## config.mk

```make
export PLATFORM = sky130hd
export DESIGN_NAME = alu_arbiter
export DESIGN_NICKNAME = d
export VERILOG_FILES = /design/src/rtl/alu_arbiter.sv
export SDC_FILE = /design/constraint.sdc
export NUM_CORES = 1
export LEC_CHECK = 0
export CAP_MARGIN = 5
export CORE_AREA = 5 5 204 206
export CTS_CLUSTER_DIAMETER = 40
export CTS_CLUSTER_SIZE = 14
export DETAILED_ROUTE_END_ITERATION = 8
export DIE_AREA = 0 0 209 211
export MAX_ROUTING_LAYER = met4
export SLEW_MARGIN = 20
export SYNTH_ARGS = -nofsm -noshare
export SYNTH_HDL_FRONTEND = slang
export SYNTH_SLANG_ARGS = --single-unit
```

## constraint.sdc

```tcl
create_clock -name clk_i -period 1.87 [get_ports clk_i]
set_input_delay 0.374 -clock clk_i [delete_from_list [all_inputs] [get_ports clk_i]]
set_output_delay 0.374 -clock clk_i [all_outputs]
set_load 0.01 [all_outputs]
```

## src/rtl/alu_arbiter.sv

```systemverilog
// alu_arbiter: sequencer and two-port round-robin arbiter for a shared,
// purely combinational N-bit ALU (AND/OR/ADD/SUB).
//
// Flow: IDLE (grant one requester, latch its op) -> EXEC (ALU inputs come
// from registers; result and carry are captured at the end of the cycle)
// -> RESP (registered response is held until the consumer takes it).
// Accept in cycle t, response valid from t+2, next accept possible in t+3.
//
// Ports:
//   clk_i, rst_n_i                 clock (rising edge), async active-low reset
//   req0_* / req1_*                requester valid/ready/op/operands
//   rsp_valid_o, rsp_ready_i       back-pressured response handshake
//   rsp_result_o, rsp_carry_o      registered ALU result and carry
//   rsp_id_o                       requester that issued the op
//   alu_control_o, alu_a_o/b_o     registered drive to the ALU
//   alu_result_i, alu_carry_i      ALU outputs
//   busy_o                         high whenever the FSM is not in IDLE
//
// Build option: ALU_ARB_FIXED_PRIO_EN
//   defined   -> requester 0 always wins contention (last_id still tracked)
//   undefined -> round-robin on contention (default)

module alu_arbiter #(
  parameter int N = 64
) (
  input  logic         clk_i,
  input  logic         rst_n_i,
  input  logic         req0_valid_i,
  output logic         req0_ready_o,
  input  logic [1:0]   req0_op_i,
  input  logic [N-1:0] req0_a_i,
  input  logic [N-1:0] req0_b_i,
  input  logic         req1_valid_i,
  output logic         req1_ready_o,
  input  logic [1:0]   req1_op_i,
  input  logic [N-1:0] req1_a_i,
  input  logic [N-1:0] req1_b_i,
  output logic         rsp_valid_o,
  input  logic         rsp_ready_i,
  output logic [N-1:0] rsp_result_o,
  output logic         rsp_carry_o,
  output logic         rsp_id_o,
  output logic [1:0]   alu_control_o,
  output logic [N-1:0] alu_a_o,
  output logic [N-1:0] alu_b_o,
  input  logic [N-1:0] alu_result_i,
  input  logic         alu_carry_i,
  output logic         busy_o
);

  typedef enum logic [1:0] {
    IDLE = 2'b00,
    EXEC = 2'b01,
    RESP = 2'b10
  } state_t;

  state_t         state_r;
  state_t         state_next_s;
  logic           gnt0_s;
  logic           gnt1_s;
  logic           last_id_r;
  logic [1:0]     op_r;
  logic [N-1:0]   a_r;
  logic [N-1:0]   b_r;
  logic           id_r;
  logic [N-1:0]   result_r;
  logic           carry_r;

  // Grant selection; only IDLE may grant, so readies never depend on rsp_ready_i
  always_comb begin
    gnt0_s = 1'b0;
    gnt1_s = 1'b0;
    if (state_r == IDLE) begin
      if (req0_valid_i && req1_valid_i) begin
`ifdef ALU_ARB_FIXED_PRIO_EN
        gnt0_s = 1'b1;
`else
        // last_id resets to 1, so requester 0 wins the first contention
        if (last_id_r) begin
          gnt0_s = 1'b1;
        end else begin
          gnt1_s = 1'b1;
        end
`endif
      end else if (req0_valid_i) begin
        gnt0_s = 1'b1;
      end else if (req1_valid_i) begin
        gnt1_s = 1'b1;
      end else begin
        gnt0_s = 1'b0;
        gnt1_s = 1'b0;
      end
    end else begin
      gnt0_s = 1'b0;
      gnt1_s = 1'b0;
    end
  end

  // Next-state logic
  always_comb begin
    state_next_s = state_r;
    case (state_r)
      IDLE: begin
        if (gnt0_s || gnt1_s) begin
          state_next_s = EXEC;
        end else begin
          state_next_s = IDLE;
        end
      end
      EXEC: state_next_s = RESP;
      RESP: begin
        if (rsp_ready_i) begin
          state_next_s = IDLE;
        end else begin
          state_next_s = RESP;
        end
      end
      default: state_next_s = IDLE;
    endcase
  end

  // State register
  always_ff @(posedge clk_i or negedge rst_n_i) begin
    if (!rst_n_i) begin
      state_r <= IDLE;
    end else begin
      state_r <= state_next_s;
    end
  end

  // Operand latch on grant, result/carry capture at the end of EXEC
  always_ff @(posedge clk_i or negedge rst_n_i) begin
    if (!rst_n_i) begin
      last_id_r <= 1'b1;
      op_r      <= 2'b00;
      a_r       <= '0;
      b_r       <= '0;
      id_r      <= 1'b0;
      result_r  <= '0;
      carry_r   <= 1'b0;
    end else begin
      case (state_r)
        IDLE: begin
          if (gnt0_s || gnt1_s) begin
            op_r      <= gnt1_s ? req1_op_i : req0_op_i;
            a_r       <= gnt1_s ? req1_a_i  : req0_a_i;
            b_r       <= gnt1_s ? req1_b_i  : req0_b_i;
            id_r      <= gnt1_s;
            last_id_r <= gnt1_s;
          end
        end
        EXEC: begin
          result_r <= alu_result_i;
          // op[1] set means ADD/SUB; logical ops never report a carry
          carry_r  <= op_r[1] & alu_carry_i;
        end
        default: begin
          result_r <= result_r;
        end
      endcase
    end
  end

  assign req0_ready_o  = gnt0_s;
  assign req1_ready_o  = gnt1_s;
  assign rsp_valid_o   = (state_r == RESP);
  assign rsp_result_o  = result_r;
  assign rsp_carry_o   = carry_r;
  assign rsp_id_o      = id_r;
  assign alu_control_o = op_r;
  assign alu_a_o       = a_r;
  assign alu_b_o       = b_r;
  assign busy_o        = (state_r != IDLE);

endmodule

```

### Yosys cells after proc, flatten, opt, wreduce, memory -nomap -nowiden

Index checks and enable logic that the tools add are counted.

* register bits: 199
* latch bits: 0
* bits in writable memories: 0
* memory bits (read-only): 0
* bits of input ports: 330
* output and inout port bits: 200
* word-level logic and storage cells: 31
* memories: 0

* $add $sub $neg: 0
* multiply operators: 0
* divide/modulo/power cells: 0
* $lt $le $gt $ge: 0
* equal/unequal tests: 2
* shift-type cells: 0
* mux-type cells: 15
* bitwise gates (word level): 1
* reduce and logical (&&, ||, !) cells: 5

Operator list (count)
* $mux W64: 2
* $mux W1: 10
* $pmux W2 S3: 1
* $mux W2: 2
* $eq A2 B1 Y1 const B: 1
* $eq A2 B2 Y1 const B: 1
* $logic_not A2 Y1: 1
* $reduce_and A2 Y1: 1
* $reduce_bool A2 Y1: 1
* $and A1 B1 Y1: 1
* $logic_and A1 B1 Y1: 1
* $logic_or A1 B1 Y1: 1

### Logic depth before layout (Yosys ltp)

Gate-level depths: netlist of the first run.

* depth after elaboration: 7
* gate-level depth with buffers: 6
* mapped depth without buffers: 4

### Worst setup path after synthesis of the first run

Ideal clock, no wire load.

* path type: reg2out
* start point: register last_id_r
* end point: output req0_ready_o
* data arrival time: 1364 ps
* required time: 1496 ps
* setup slack: 132 ps
* cell stages (with the launch flop): 6
* buffers on the path: 3
* cells stage by stage: dfstp_2 -> buf_2 -> buf_2 -> buf_1 -> o21ai_0 -> nor2_1

* word-level cells in the longest chain between the ends: 3

Ends and longest elaborated chain
* start: declaration: line 61 `logic last_id_r;`
* start signal: assignment: line 149 `last_id_r <= gnt1_s;`
* $mux W1: line 79 `if (last_id_r) begin`
* $mux W1: line 74 `if (req0_valid_i && req1_valid_i) begin`
* $mux W1: line 73 `if (state_r == IDLE) begin`
* end: declaration: line 29 `output logic req0_ready_o,`

No other way between the ends.

### Worst setup path in the final report of the first run

* start point: register a_r[41], in the netlist alu_a_o[41]
* end point: output alu_a_o[41]

RTL lines
* start: declaration: line 63 `logic [N-1:0] a_r;`
* start signal: assignment: line 146 `a_r <= gnt1_s ? req1_a_i : req0_a_i;`
* end: declaration: line 44 `output logic [N-1:0] alu_a_o,`

No word-level cell between the ends.

==> impl_summary.md, run 1 <==
Routing
The total length of routed wires is 41.1 mm. The remaining design rule violation count is 0. The first TritonRoute pass finished after 5 iterations. The final route contains 9,576 vias. In the routed layout, each cell is associated on average with a via count of 4.95. For this block, the initial DRC count from the detailed router was 568. After detailed routing, the average wire length per cell comes to 21.2 um.

The post-route antenna net violation count is 0.

Timing
For the final database, setup skew stands at 11.0 ps. The total negative setup slack is 0 ps. The total of endpoints with negative setup slack in the final report is 0. The count of final hold-check violations is 0. The max-slew violation count came to 0. For this run, the top clock speed supported by timing is 551 MHz. Counting I/O delays and the setup requirement, the final critical path takes 1810 ps. The final worst-path cycle share is 97.0%. Setup repair after global routing could not meet its margin everywhere. The worst pin sits at a relative slew slack of 51.9%. The slew at the pin closest to its max-slew limit is 722 ps.

Synth
Synthesis inferred 199 register bits. Summing the areas of all and, or, nand and nor instances in the mapped netlist gives 0.526% of the synthesized area. Yosys mapped the design onto 20 distinct sky130hd cell types.

In the synthesized netlist, the number of instances is 910. The main combinational cell family by area after synthesis is compound AO/OA/AOI/OAI gates. The sequential area share after synthesis is 52.4%. Summing every instance area after synthesis gives 0.00951 mm^2. The post-synthesis compound-gate area fraction is 29.4%.

The cell type with the highest aggregate area in the netlist is sky130_fd_sc_hd__dfrtp_1. Ranked by total cell area, the synthesized netlist is headed by sky130_fd_sc_hd__dfrtp_1 52%, sky130_fd_sc_hd__o2111ai_1 12%, sky130_fd_sc_hd__o211ai_1 10%. Averaged over all synthesized cells, the footprint is 10.5 um^2. Counting every net in the synthesized netlist gives 1,240.

Multiplexer cells account for 7.57% of the synthesized area. After Yosys synthesis, XOR and XNOR cells account for 0% of the synthesized area. For this run, the number of Yosys warnings is 0. Summing the areas of all fa, ha and maj instances in the mapped netlist gives 0% of the synthesized area. The share of the synthesized area in the top cell type is 52.1%.

Pwr
Of the total power, the clock network draws 15.5%. The switching power as a share of total power is 37.5%. The worst ir drop on vdd is 895 uV.

The cell-internal power is 15,200 uW. The leakage power summed over all cells is 0.00645 uW. The analysis attributes to net switching a power of 9140 uW. The relative contribution of sequential cells to total power is 31.2%.

The combinational power share is 53.3%. The power per unit of standard cell area is 1510 mW/mm^2.

Floorplanning
After floorplanning, the core was sized to cover 0.0395 mm^2. The number of top-level pins is 530. The starting utilization of the core area is 24.1%. The number of rows in the core area is 73. The full die area is 0.0441 mm^2. The die width is 209 um. Measured along the y axis, the die boundary spans 211 um.

Clock network
After clock tree synthesis, the clock-pin slew on the worst setup and hold paths is 80 ps. The number of sinks on the clock net is 199. CTS placed an instance of sky130_fd_sc_hd__clkbuf_16 at the clock tree root. The CTS buffer count is 17. For the worst-skew pair, the clock arrives at the later sink with an insertion delay of 460 ps. The deepest level of the CTS H-tree is 4. The clock passes through at most 2 buffers. TritonCTS built the clock tree.

Finish
Leaving out fill and tap cells, the most frequent cells in the layout are 520 x sky130_fd_sc_hd__clkdlybuf4s50_1, 198 x sky130_fd_sc_hd__dfrtp_1, 132 x sky130_fd_sc_hd__inv_1. The layout overhead on the synthesized area is 69.8%. The leading cell type in the layout, fill and taps excluded is sky130_fd_sc_hd__clkdlybuf4s50_1.

Cells with a size suffix above 1 make up 10.8% of the layout. The net count of the finished layout is 1,725. The layout has 3,894 filler cells. At the end of the flow the core is filled with cells to 40.9%.

Setup path
The cell class contributing the biggest share of worst-path delay is buffers and inverters. The maximum fanout count along the critical path is 2. The total buffers and inverters traversed by the critical path is 1.

Traced cell by cell, the critical path runs through clkdlybuf4s50_1. STA classifies the critical path startpoint as a register. Data on the critical path is required at its endpoint by 1500 ps.

For the worst setup path, the data arrival time is 1440 ps. The worst setup path category is register to output port. The largest individual stage delay along the critical path comes from the cell sky130_fd_sc_hd__clkdlybuf4s50_1.

STA classifies the critical path endpoint as an output port. The delay contributed by the slowest stage of the critical path is 570 ps.

Global route
The number of global-route vias before repair came to 9,871. The maximum number of pins on one net before global-route repair is 87. The first-pass GRT wire length is 62.5 mm. The initial antenna violation count is 1. The aggregate global routing overflow is 0. Across every metal layer, demand over resource in global routing totals 18.6%.

Placement
Summed over all nets, the half-perimeter wirelength after detailed placement is 29.4 mm. The number of port buffers is 529. The placer congestion estimate is 0.853.

Flow run
The number of max-cap violations is 0.

Run status
The flow ran to the end, and the final reports show no timing, DRC or antenna violations.

Hold path
The type of the most critical hold path is input port to async pin.
==> worst paths after layout <==
path / from / end / slack (ps) / cells past startpoint
max reg2reg: state_r[1] / alu_a_o[19] / 110 / 8
min: rst_n_i / alu_a_o[41] / 390 / 2
min reg2reg: rsp_id_o / rsp_id_o / 480 / 1
max: alu_a_o[41] / alu_a_o[41] / 60 / 1
max in group asynchronous: rst_n_i / alu_b_o[45] / 840 / 3
min in group clk_i: req0_valid_i / alu_b_o[7] / 430 / 4
==> through the flow <==
| stage | instances | instance area, um^2 | hold WS, ps | worst slack [ps] | total power [uW] |
|---|---|---|---|---|---|
| 2_1_floorplan | 910 | 9510 | 78.4 | 132 | 13300 |
| 3_3_place_gp | 1895 | 15500 | 322 | -297 | 20500 |
| 3_5_place_dp | 1895 | 15500 | 324 | -286 | 20700 |
| 4_1_cts | 1928 | 16100 | 377 | 4.74 | 24600 |
| 5_1_grt | 1933 | 16200 | 400 | -28.0 | 25800 |
| 6_report | 1933 | 16200 | 392 | 56.6 | 24400 |
==> layout make-up <==
class	count	area, um^2	share of cell area [%]
Antenna cell	1	2.50	0.0155
Clock buffer	20	447	2.77
Clock inverter	11	125	0.775
Inverter	135	512	3.17
Multi-Input combinational cell	469	3600	22.3
Sequential cell	199	4980	30.9
Tap cell	525	657	4.07
Timing Repair Buffer	573	5820	36.1
==> power groups by stage <==
stage                     clock (uW)  combinational, uW  sequential [uW]
after floorplan                    0               4790             8510
after global placement             0              12900             7610
after detailed placement           0              13000             7680
after CTS                       3890              13100             7630
after global routing            4040              13900             7870
final                           3770              13000             7600
==> timing repair <==
action / 4_1_cts / 5_1_grt
endpoints found under the setup margin: 7 / 4
buffers inserted: 2 / 4
gates resized for setup: 26 / 7
pin swaps: 2 / 2
hold endpoints to repair: 24 / 0
hold buffers: 1 / 0
==> cells by family after synthesis <==
family,count (synthesis)
AO/OA/AOI/OAI,396
buffers and inverters,242
flip-flops,199
multiplexers,64
AND/OR/NAND/NOR,9
==> sequential cells by signal, indices dropped and copies added (netlist names) <==
name and count:
alu_a_o 64, alu_b_o 64, rsp_result_o 64, alu_control_o 2, state_r 2, last_id_r 1, rsp_carry_o 1, rsp_id_o 1
==> routing by layer <==
| layer | vias up | track usage (%) | share of wire [%] |
|---|---|---|---|
| met4 | 0 | 5.51 | 2.0 |
| met2 | 426 | 29.9 | 50 |
| met3 | 41 | 5.39 | 7.7 |
| met1 | 4737 | 22.8 | 41 |
| met5 | - | - | 0 |
| li1 | 4372 | - | - |
==> synthesized netlist by cell type <==
cell                        number
sky130_fd_sc_hd__o2111ai_1     130
sky130_fd_sc_hd__buf_1           5
sky130_fd_sc_hd__buf_2          31
sky130_fd_sc_hd__buf_4           4
sky130_fd_sc_hd__inv_1         133
sky130_fd_sc_hd__a21o_1          2
sky130_fd_sc_hd__dfstp_2         1
sky130_fd_sc_hd__nor2_1          1
sky130_fd_sc_hd__nand2b_1        2
sky130_fd_sc_hd__dfrtp_1       198
sky130_fd_sc_hd__nand2_1         3
sky130_fd_sc_hd__mux2_2         64
sky130_fd_sc_hd__o21ai_0       119
sky130_fd_sc_hd__o211ai_1      130
sky130_fd_sc_hd__inv_2           2
sky130_fd_sc_hd__nor2_2          1
sky130_fd_sc_hd__o21ai_1        15
sky130_fd_sc_hd__clkbuf_1       67
sky130_fd_sc_hd__nor2_4          1
sky130_fd_sc_hd__nand3_1         1
No activity file was read; power rests on OpenSTA's default activity.
==> inputs of run 2 (changes only) <==
--- a/config.mk
+++ b/config.mk
@@ -12,7 +12,6 @@
 export DETAILED_ROUTE_END_ITERATION = 8
 export DIE_AREA = 0 0 209 211
 export MAX_ROUTING_LAYER = met4
-export SLEW_MARGIN = 20
 export SYNTH_ARGS = -nofsm -noshare
 export SYNTH_HDL_FRONTEND = slang
 export SYNTH_SLANG_ARGS = --single-unit
==> results of run 2 <==
No change in the layout: final DEF, timing and power equal those of run 1.
==> inputs of run 3 (changes only) <==
--- a/config.mk
+++ b/config.mk
@@ -6,12 +6,15 @@
 export NUM_CORES = 1
 export LEC_CHECK = 0
 export CAP_MARGIN = 5
-export CORE_AREA = 5 5 204 206
+export CELL_PAD_IN_SITES_DETAIL_PLACEMENT = 0
+export CELL_PAD_IN_SITES_GLOBAL_PLACEMENT = 1
+export CORE_AREA = 5 5 202 204
 export CTS_CLUSTER_DIAMETER = 40
 export CTS_CLUSTER_SIZE = 14
 export DETAILED_ROUTE_END_ITERATION = 8
-export DIE_AREA = 0 0 209 211
+export DIE_AREA = 0 0 207 209
 export MAX_ROUTING_LAYER = met4
+export PLACE_DENSITY_LB_ADDON = 0.1
 export SYNTH_ARGS = -nofsm -noshare
 export SYNTH_HDL_FRONTEND = slang
 export SYNTH_SLANG_ARGS = --single-unit
==> run 3 against run 2 <==
  * Die area is 1.9% lower
  * Via count decreased by 0.45%
  * Fmax fell by 2.4%
  * Power increased by 0.77%
  * Global-route usage up 2.3 points
  * Hold slack gained 33 ps
  * Flip-flop and latch count is the same
  * Count of clock-buffer cells in the layout decreased by 2
==> impl_summary.md, run 3 (synthesis gave the netlist of run 1 again) <==
Setup path
The delay contributed by the slowest stage of the critical path is 420 ps. In this run the register-to-register setup slack is 60 ps. The worst setup path category is register to output port. The element type at the critical path start is a register.

In this run the critical register-to-register path is captured at alu_a_o[38]. The signal arrival time at the worst endpoint is 1480 ps. The worst register-to-register path has a depth of 6. The largest individual stage delay along the critical path comes from the cell sky130_fd_sc_hd__dfrtp_1. At the worst endpoint, the required time is 1500 ps. In this run the critical register-to-register path is launched from state_r[1]. On the critical path the largest part of the delay comes from flip-flops.

The endpoint kind of the worst setup timing path is an output port. Of all nets on the critical path, the largest fanout is 3. The signal on the critical path passes through nor2_4 > buf_6 > nand3_4 > inv_2 > buf_6. The most numerous cell type found on the critical path is sky130_fd_sc_hd__buf_6. Counting both buffers and inverters, the worst setup path holds a total of 3.

Timing
The final critical path time including I/O delays and setup is 1860 ps. The final worst-path cycle share is 99.4%. Setup repair after global routing could not meet its margin everywhere. Setup violations remaining at the end of the flow were counted as 0. Between clock sinks in the finished design, the worst skew comes to 9.24 ps.

The max-slew violation count came to 0. For the pin with the worst max-slew slack, the measured transition is 717 ps. The maximum operating frequency is 538 MHz. The count of final hold-check violations is 0. The relative slew slack is 52.2%.

Floorplanning
Measured along the x axis, the die boundary spans 207 um. The starting utilization of the core area is 24.3%. The number of top-level pins is 530. The number of rows in the core area is 73. The core region area is 0.0391 mm^2.

In this run the vertical extent of the chip is 209 um. The full die area is 0.0433 mm^2.

Clock network
The clock tree root buffer cell is sky130_fd_sc_hd__clkbuf_16. The clock passes through at most 2 buffers. The source-to-sink clock delay at the later pin of the worst-skew pair is 450 ps. The TritonCTS clock tree is built. The clock-pin transition on the worst setup and hold timing paths is 80 ps.

The number of clock buffers added by TritonCTS is 17. The H-tree was split into 4 levels. The number of sinks on the clock net is 199.

Finish
The fraction of final layout cells with drive strength greater than 1 is 10.7%. From synthesis to final layout, the design area changed by 69.6%. At the end of the flow the core is filled with cells to 41.3%. The leading cell type in the layout, fill and taps excluded is sky130_fd_sc_hd__clkdlybuf4s50_1. After the last flow step, the layout net total stands at 1,721.

The filler cells instantiated in the layout total 3,955. In the layout the commonest cells are 523 x sky130_fd_sc_hd__clkdlybuf4s50_1, 198 x sky130_fd_sc_hd__dfrtp_1, 132 x sky130_fd_sc_hd__inv_1.

Run status
The run finished with clean final reports.

Routing
After the first detailed-routing iteration, the DRC count stood at 446. The first-pass iteration count of the detailed router is 4. The mean number of vias per cell is 4.92. The total length of routed wires is 45.4 mm. For this run, design rule violations remaining after detail routing come to 0.

After detailed routing, the average wire length per cell comes to 23.4 um. The routed layout has 9,533 vias. The count of nets left with antenna violations once routing finished came out at 0.

Global route
The initial antenna violation count is 10. The number of global-route vias before repair is 10.0k. Across every metal layer, demand over resource in global routing totals 20.9%. The aggregate global routing overflow is 0. The maximum number of pins on one net before global-route repair is 101. The first global-routing pass estimated 67.7 mm of wire.

Pwr
The worst-case IR drop observed on VDD is 698 uV. The power per unit of standard cell area is 1520 mW/mm^2. Summing internal, switching and leakage power gives 24,500 uW. The leakage power summed over all cells is 0.00642 uW.

Hold path
The type of the most critical hold path is input port to async pin.

Placement
The detailed-placement wirelength estimate is 31.9 mm. The congestion estimate from routability-driven global placement came to 0.791. The number of port buffers is 529.

Flow run
The number of max-cap violations is 0.
run 3: cell types whose count changed in the layout (fill, tap and decap cells not counted), sizes merged:
cell	previous run	this run
buf	48	44
clkbuf	21	19
clkdlybuf4s50	520	523
clkinvlp	4	5
diode	1	10
dlygate4sd2	3	0
inv	136	138
run 3: final cells by class:
cell class | instances | area [um^2] | share of cell area (%)
multi-input combinational | 469 | 3610 | 22.4
timing repair buffer | 569 | 5770 | 35.7
clock buffer | 18 | 429 | 2.66
clock inverter | 14 | 150 | 0.931
sequential | 199 | 4980 | 30.9
inverter | 135 | 512 | 3.17
tap | 525 | 657 | 4.07
antenna | 10 | 25.0 | 0.155
run 3: power breakdown:
group / internal [uW] / switching [uW]
Clock: 1990 / 1830
Sequential: 6480 / 1030
Combinational: 6680 / 6540
run 3: metrics by stage:
stage / worst slack [ps] / setup TNS [ps] / hold slack [ps] / std cells / area (um^2)
finish: 11.2 / 0 / 425 / 1939 / 16100
CTS: -7.67 / -7.67 / 373 / 1927 / 16100
floorplan: 132 / 0 / 78.4 / 910 / 9510
detailed placement: -435 / -9180 / 298 / 1891 / 15500
global route: -39.8 / -116 / 426 / 1939 / 16100
global placement: -462 / -6670 / 300 / 1891 / 15500
run 3: per-layer routing:
metal / GRT usage [%] / vias up / wire length, um
li1: - / 4381 / -
met1: 25.5 / 4774 / 19200
met2: 33.5 / 353 / 22500
met3: 6.53 / 25 / 3130
met4: 5.86 / 0 / 550
met5: - / - / 0
run 3: worst max path at each step:
stage | start | end | cells past startpoint
2_1_floorplan | last_id_r | req0_ready_o | 5
3_3_place_gp | req1_valid_i | req0_ready_o | 5
3_5_place_dp | req1_valid_i | req0_ready_o | 5
4_1_cts | state_r[0] | req1_ready_o | 5
5_1_grt | state_r[1] | req1_ready_o | 5
6_report | state_r[1] | req1_ready_o | 5
run 3: repair_timing:
item,4_1_cts,5_1_grt
resized for setup,24,4
hold endpoints to repair,25,0
hold buffers,1,0
endpoints found under the setup margin,4,7
gates cloned,0,0
setup buffers,3,2
pin swaps,2,1
